`config.mk`:
```
export PLATFORM = sky130hd
export DESIGN_NAME = us_ranging_scheduler
export DESIGN_NICKNAME = d
export VERILOG_FILES = /design/src/rtl/us_pkg.sv /design/src/rtl/us_tick.sv /design/src/rtl/us_ranging_scheduler.sv
export SDC_FILE = /design/constraint.sdc
export NUM_CORES = 1
export LEC_CHECK = 0
export CAP_MARGIN = 15
export CORE_UTILIZATION = 50
export CTS_BUF_LIST = sky130_fd_sc_hd__clkbuf_8
export DETAILED_ROUTE_END_ITERATION = 6
export DONT_BUFFER_PORTS = 1
export GPL_ROUTABILITY_DRIVEN = 0
export PLACE_DENSITY = 0.72
export SYNTH_ARGS = -nofsm -noshare
export SYNTH_HDL_FRONTEND = slang
export SYNTH_SLANG_ARGS = --single-unit
```
`constraint.sdc`:
```
create_clock -name clk50 -period 3.7 [get_ports clk50]
set_input_delay 0.555 -clock clk50 [delete_from_list [all_inputs] [get_ports clk50]]
set_output_delay 0.555 -clock clk50 [all_outputs]
set_load 0.01 [all_outputs]
```
`src/rtl/us_pkg.sv`:
```
// rtl/us_pkg.sv - shared state type, zone codes and echo-width classifier for the ranging scheduler
package us_pkg;

  typedef enum logic [1:0] {
    GAP       = 2'd0,
    TRIG      = 2'd1,
    WAIT_ECHO = 2'd2,
    MEASURE   = 2'd3
  } us_state_t;

  localparam logic [1:0] ZONE_NEAR = 2'b01;
  localparam logic [1:0] ZONE_MID  = 2'b10;
  localparam logic [1:0] ZONE_FAR  = 2'b00;

  localparam int US_CNT_W = 16;

  // Map an echo width in microseconds onto a zone code; thresholds are exclusive upper bounds
  function automatic logic [1:0] classify(input logic [US_CNT_W-1:0] meas_us,
                                          input logic [US_CNT_W-1:0] thr1,
                                          input logic [US_CNT_W-1:0] thr2);
    logic [1:0] zone;
    if (meas_us < thr1) begin
      zone = ZONE_NEAR;
    end else if (meas_us < thr2) begin
      zone = ZONE_MID;
    end else begin
      zone = ZONE_FAR;
    end
    return zone;
  endfunction

endpackage

```
`src/rtl/us_tick.sv`:
```
// rtl/us_tick.sv - restartable microsecond prescaler, one-clock tick every US_DIV clocks
module us_tick #(
  parameter int US_DIV = 50
) (
  input  logic clk50,
  input  logic rst_n,
  input  logic clear,
  output logic tick
);

  localparam int DIV_W = (US_DIV > 1) ? $clog2(US_DIV) : 1;
  localparam logic [DIV_W-1:0] DIV_LAST = DIV_W'(US_DIV - 1);

  logic [DIV_W-1:0] div_cnt;

  // The tick marks the last clock of each microsecond, so a cleared divider ticks US_DIV clocks later
  assign tick = (div_cnt == DIV_LAST);

  // Divider wraps on every tick and is forced to zero when the scheduler changes state
  always_ff @(posedge clk50 or negedge rst_n) begin
    if (!rst_n) begin
      div_cnt <= '0;
    end else if (clear || tick) begin
      div_cnt <= '0;
    end else begin
      div_cnt <= div_cnt + 1'b1;
    end
  end

endmodule

```
`src/rtl/us_ranging_scheduler.sv`:
```
// rtl/us_ranging_scheduler.sv - round-robin HC-SR04 trigger/echo scheduler with zone classification; optional US_ZONE_FILTER_EN
module us_ranging_scheduler
  import us_pkg::*;
#(
  parameter int CLK_FREQ        = 50_000_000,
  parameter int US_DIV          = 50,
  parameter int TRIG_US         = 10,
  parameter int GAP_US          = 31_250,
  parameter int ECHO_TIMEOUT_US = 30_000,
  parameter int MAX_ECHO_US     = 25_000,
  parameter int THRESHOLD1      = 1160,
  parameter int THRESHOLD2      = 2320
) (
  input  logic        clk50,
  input  logic        rst_n,
  input  logic        echo1,
  input  logic        echo2,
  output logic        trig1,
  output logic        trig2,
  output logic [1:0]  zone1,
  output logic [1:0]  zone2,
  output logic        meas_valid,
  output logic        meas_sel,
  output logic [15:0] meas_us,
  output logic        timeout
);

  // A zero US_DIV falls back to deriving the prescale from the clock frequency
  localparam int US_DIV_EFF = (US_DIV > 0) ? US_DIV : (CLK_FREQ / 1_000_000);

  localparam logic [US_CNT_W-1:0] GAP_LAST  = US_CNT_W'(GAP_US - 1);
  localparam logic [US_CNT_W-1:0] TRIG_LAST = US_CNT_W'(TRIG_US - 1);
  localparam logic [US_CNT_W-1:0] TMO_LAST  = US_CNT_W'(ECHO_TIMEOUT_US - 1);
  localparam logic [US_CNT_W-1:0] MAX_LAST  = US_CNT_W'(MAX_ECHO_US - 1);
  localparam logic [US_CNT_W-1:0] MAX_US    = US_CNT_W'(MAX_ECHO_US);
  localparam logic [US_CNT_W-1:0] THR1      = US_CNT_W'(THRESHOLD1);
  localparam logic [US_CNT_W-1:0] THR2      = US_CNT_W'(THRESHOLD2);

  us_state_t           state;
  logic                sel;
  logic [US_CNT_W-1:0] us_cnt;
  logic [1:0]          echo1_sync;
  logic [1:0]          echo2_sync;
  logic                echo_prev;
  logic                echo_sel;
  logic                echo_rise;
  logic                tick;
  logic                leave;
  logic                fin;
  logic                fin_to;
  logic [US_CNT_W-1:0] fin_us;
  logic [1:0]          fin_code;

  us_tick #(
    .US_DIV (US_DIV_EFF)
  ) u_tick (
    .clk50 (clk50),
    .rst_n (rst_n),
    .clear (leave),
    .tick  (tick)
  );

  // Two-flop synchronizers; nothing downstream ever sees the raw echo pins
  always_ff @(posedge clk50 or negedge rst_n) begin
    if (!rst_n) begin
      echo1_sync <= 2'b00;
      echo2_sync <= 2'b00;
    end else begin
      echo1_sync <= {echo1_sync[0], echo1};
      echo2_sync <= {echo2_sync[0], echo2};
    end
  end

  assign echo_sel  = sel ? echo2_sync[1] : echo1_sync[1];
  assign echo_rise = echo_sel & ~echo_prev;

  // Previous level of the selected echo; an echo already high on WAIT_ECHO entry gives no rising edge
  always_ff @(posedge clk50 or negedge rst_n) begin
    if (!rst_n) begin
      echo_prev <= 1'b0;
    end else begin
      echo_prev <= echo_sel;
    end
  end

  // State-exit and slot-finish conditions; leaving a state also restarts the prescaler
  always_comb begin
    leave  = 1'b0;
    fin    = 1'b0;
    fin_to = 1'b0;
    fin_us = '0;
    unique case (state)
      GAP: begin
        leave = tick && (us_cnt == GAP_LAST);
      end
      TRIG: begin
        leave = tick && (us_cnt == TRIG_LAST);
      end
      WAIT_ECHO: begin
        if (echo_rise) begin
          leave = 1'b1;
        end else if (tick && (us_cnt == TMO_LAST)) begin
          leave  = 1'b1;
          fin    = 1'b1;
          fin_to = 1'b1;
        end
      end
      MEASURE: begin
        // The saturation check wins over a coincident falling edge
        if (tick && (us_cnt == MAX_LAST)) begin
          leave  = 1'b1;
          fin    = 1'b1;
          fin_to = 1'b1;
          fin_us = MAX_US;
        end else if (!echo_sel) begin
          leave  = 1'b1;
          fin    = 1'b1;
          fin_us = us_cnt + {{(US_CNT_W-1){1'b0}}, tick};
        end
      end
      default: begin
        leave = 1'b0;
      end
    endcase
  end

  assign fin_code = fin_to ? ZONE_FAR : classify(fin_us, THR1, THR2);

  // Slot sequencer with registered trigger and measurement outputs
  always_ff @(posedge clk50 or negedge rst_n) begin
    if (!rst_n) begin
      state      <= GAP;
      sel        <= 1'b0;
      us_cnt     <= '0;
      trig1      <= 1'b0;
      trig2      <= 1'b0;
      meas_valid <= 1'b0;
      meas_sel   <= 1'b0;
      meas_us    <= '0;
      timeout    <= 1'b0;
    end else begin
      meas_valid <= 1'b0;
      if (leave) begin
        us_cnt <= '0;
      end else if (tick) begin
        us_cnt <= us_cnt + 1'b1;
      end
      unique case (state)
        GAP: begin
          if (leave) begin
            state <= TRIG;
            trig1 <= ~sel;
            trig2 <= sel;
          end
        end
        TRIG: begin
          if (leave) begin
            state <= WAIT_ECHO;
            trig1 <= 1'b0;
            trig2 <= 1'b0;
          end
        end
        WAIT_ECHO: begin
          if (echo_rise) begin
            state <= MEASURE;
          end
        end
        MEASURE: begin
          state <= MEASURE;
        end
        default: begin
          state <= GAP;
        end
      endcase
      if (fin) begin
        state      <= GAP;
        sel        <= ~sel;
        meas_valid <= 1'b1;
        meas_sel   <= sel;
        meas_us    <= fin_us;
        timeout    <= fin_to;
      end
    end
  end

`ifdef US_ZONE_FILTER_EN
  logic [1:0] pend1;
  logic [1:0] pend2;

  // A zone only moves once two consecutive slots of that sensor agree on the new code
  always_ff @(posedge clk50 or negedge rst_n) begin
    if (!rst_n) begin
      zone1 <= ZONE_FAR;
      zone2 <= ZONE_FAR;
      pend1 <= ZONE_FAR;
      pend2 <= ZONE_FAR;
    end else if (fin) begin
      if (!sel) begin
        if (fin_code == pend1) begin
          zone1 <= fin_code;
        end
        pend1 <= fin_code;
      end else begin
        if (fin_code == pend2) begin
          zone2 <= fin_code;
        end
        pend2 <= fin_code;
      end
    end
  end
`else
  // Zone of the serviced sensor follows every finished slot; the other sensor's zone holds
  always_ff @(posedge clk50 or negedge rst_n) begin
    if (!rst_n) begin
      zone1 <= ZONE_FAR;
      zone2 <= ZONE_FAR;
    end else if (fin) begin
      if (!sel) begin
        zone1 <= fin_code;
      end else begin
        zone2 <= fin_code;
      end
    end
  end
`endif

endmodule
```
==> results.toml <==
[die]
die_w_um = 81.1
ios = 29
die_h_um = 81.1
core_area_um2 = 5990
rows = 28
start_util = 0.522
dieArea_um2 = 6570

[yosys]
synth_nets = 320
yosys_warnings = 0
synthFlopType = "dfrtp_1"
synth_edf_count = 0
syn_avg_cell_area_um2 = 10.1
async_flop_share = 1.00
synth_cell_types = 62
ys_ff_latch = 55
synth_seq_area_share = 0.440
yosysTopAreaCell = "dfrtp_1"
syn_inst = 310
syn_area_um2 = 3130
synth_top_area_frac = 0.440
synthTopCellsByArea = "dfrtp_1 (44%), xnor2_1 (6.7%), nand2_1 (4.3%)"

[routing]
wl_met3_um = 215
wirelength_mm = 6.15
met2_length_mm = 2.85
vias = 2213
vias_per_cell = 5.85
drt_first_pass_iters = 4
routed.top_layer = "met4"
wl_per_cell_um = 16.3
ant_nets = 0
drt_iter0_drc = 111
drc = 0
wirelength_met1_mm = 3.03

[setup_path]
crit_type = "reg2reg"
endpoint_kind = "flop"
crit_required_ps = 3890
path_max_fanout = 8
start_kind = "flop"
worst_ep_arrival_time_ps = 3370

[layout]
final_nets = 312
fin_util = 0.539
drive_gt1_frac = 0.145
layout_common_cells = "dfrtp_1 (55), nand2_1 (36), nor2_1 (30)"
antenna_cells = 0
layout.filler_cells = 527
syn_to_final_growth_pct = 3.20
final_area_um2 = 3230
final_common_cell = "dfrtp_1"

[sta]
worst_slew_pin_slew_ps = 689
finalSetupTns_ps = 0
relSlewSlack = 0.541
fmax_mhz = 315
hold_viol = 0
hold_ws_ps = 85.4
finalCriticalPeriod_ps = 3170
clock_skew_ps = 8.48
rsz0062_at_grt = "false"
finalCritPeriodShare = 0.857
slew_viol_final = 0
setup_viol = 0

[clocking]
clock_sinks = 55
cts_tree = "done"
cts_buffer_depth = 2
cts-resized-gates = 0
cts.reportedPaths.clkPinSlew_ps = 90
cts_root_buffer = "clkbuf_8"
ctsHtreeMaxLevel = 2
worstSkewPairLatency_ps = 310
cts-buffers-inserted = 5
post_cts_buffers = 0

[job]
maxCapViolations = 0

[global_routing]
grt_pass1_vias = 2119
grt_remaining_overflow = 0
grt_pass1_wl_mm = 10.5
grt_util_all_layers = 0.208
grt_start_max_net_pins = 56
antenna_found_initial = 0

[power_and_ir_drop]
ir_drop_mv = 0.256
power.total_uw = 941
leakagePower_nw = 1.38
powerDensity_nw_per_um2 = 292

[outcome]
status = "complete, no violations"

[placement]
hpwl_mm = 4.48
dpl_cell_area_um2 = 3110
io_buffers = 0

[min_path]
hold_class = "in2async"
## kinds of logic after synthesis
kind of cell               Yosys count  synth area share
AOI/OAI and AO/OA                   39            0.0908
adders and majority gates            6            0.0240
and+or+nand+nor                    143             0.273
buffers and inverters               25            0.0484
xor gates and xnor gates            35            0.0980
muxes                                7            0.0252
DFF                                 55             0.440
## metrics by stage
stage          setup WS (ps)  instances
2_1_floorplan            421        310
3_3_place_gp             705        369
5_1_grt                  348        378
3_5_place_dp             576        369
6_report                 527        378
4_1_cts                  543        378
## final cells by class
class / count / area [um2] / share of cell area
inverters: 6 / 22.5 / 0.00698
clock inverters: 3 / 16.3 / 0.00504
multi-input cells: 230 / 1600 / 0.496
well taps: 75 / 93.8 / 0.0291
repair buffers: 4 / 50.0 / 0.0155
clock buffers: 5 / 68.8 / 0.0213
flip-flops and latches: 55 / 1380 / 0.427
## final timing paths
kind                              startpoint            end  slack (ps)  cells past startpoint
max in group asynchronous              rst_n    meas_us[13]        3360                      1
max reg2reg                u_tick.div_cnt[1]       zone2[1]         530                     13
min                                    rst_n       zone1[1]          90                      1
max                        u_tick.div_cnt[1]       zone2[1]         530                     13
min reg2reg                    echo2_sync[0]  echo2_sync[1]         350                      0
min in group clk50                     echo2  echo2_sync[0]         270                      0
## cells in the mapped netlist (2+ instances only)
| library cell | instances |
|---|---|
| or3_1 | 2 |
| nor3_1 | 11 |
| xnor2_1 | 24 |
| nor3_4 | 2 |
| nand3_1 | 10 |
| nor2_1 | 30 |
| nor3_2 | 6 |
| buf_4 | 4 |
| nand3_2 | 2 |
| ha_1 | 6 |
| inv_1 | 5 |
| and3_1 | 2 |
| nor2_2 | 2 |
| nand2_1 | 36 |
| and4b_1 | 2 |
| nor4_2 | 2 |
| nand4_1 | 9 |
| and2_1 | 5 |
| buf_6 | 4 |
| a211oi_2 | 3 |
| a21o_1 | 3 |
| nor2b_1 | 3 |
| nand2b_1 | 2 |
| xor2_1 | 11 |
| mux2_2 | 3 |
| mux2i_1 | 2 |
| o21ai_2 | 2 |
| buf_2 | 10 |
| a21oi_1 | 4 |
| o21ai_0 | 9 |
| a22o_1 | 3 |
| nor4_1 | 4 |
| o21ai_1 | 4 |
| dfrtp_1 | 55 |
## timing repair
action | 4_1_cts | 5_1_grt
setup endpoints to repair | 0 | 0
hold endpoints to repair | 55 | 0
hold buffers | 1 | 0
## layer usage
| layer | vias up | track usage |
|---|---|---|
| met5 | - | 0 |
| met4 | 0 | 0.0464 |
| met3 | 8 | 0.0371 |
| met2 | 49 | 0.315 |
| met1 | 1093 | 0.308 |
| li1 | 1063 | - |
## registers in the layout, summed over array words and instances (netlist names)
name / flops
meas_us: 16
us_cnt: 16
u_tick.div_cnt: 6
echo1_sync: 2
echo2_sync: 2
state: 2
zone1: 2
zone2: 2
echo_prev: 1
meas_sel: 1
meas_valid: 1
sel: 1
timeout: 1
trig1: 1
trig2: 1
## critical path: stages, from the launching register on
cell and delay (ps):
dfrtp_1 400, inv_1 60, ha_1 140, and4bb_2 310
and2_1 180, ha_1 210, ha_1 250, nand3_4 130
nor3_1 310, xor2_1 150, a211oi_2 270, mux2i_1 290
a211oi_2 80, mux2_1 280
## where the power goes
| group | switching, mW | internal, mW | total (mW) |
|---|---|---|---|
| Combinational | 0.0134 | 0.00437 | 0.0178 |
| Sequential | 0.000883 | 0.603 | 0.604 |
| Clock | 0.189 | 0.130 | 0.319 |
Note: power is estimated with default switching activity, not from simulation.
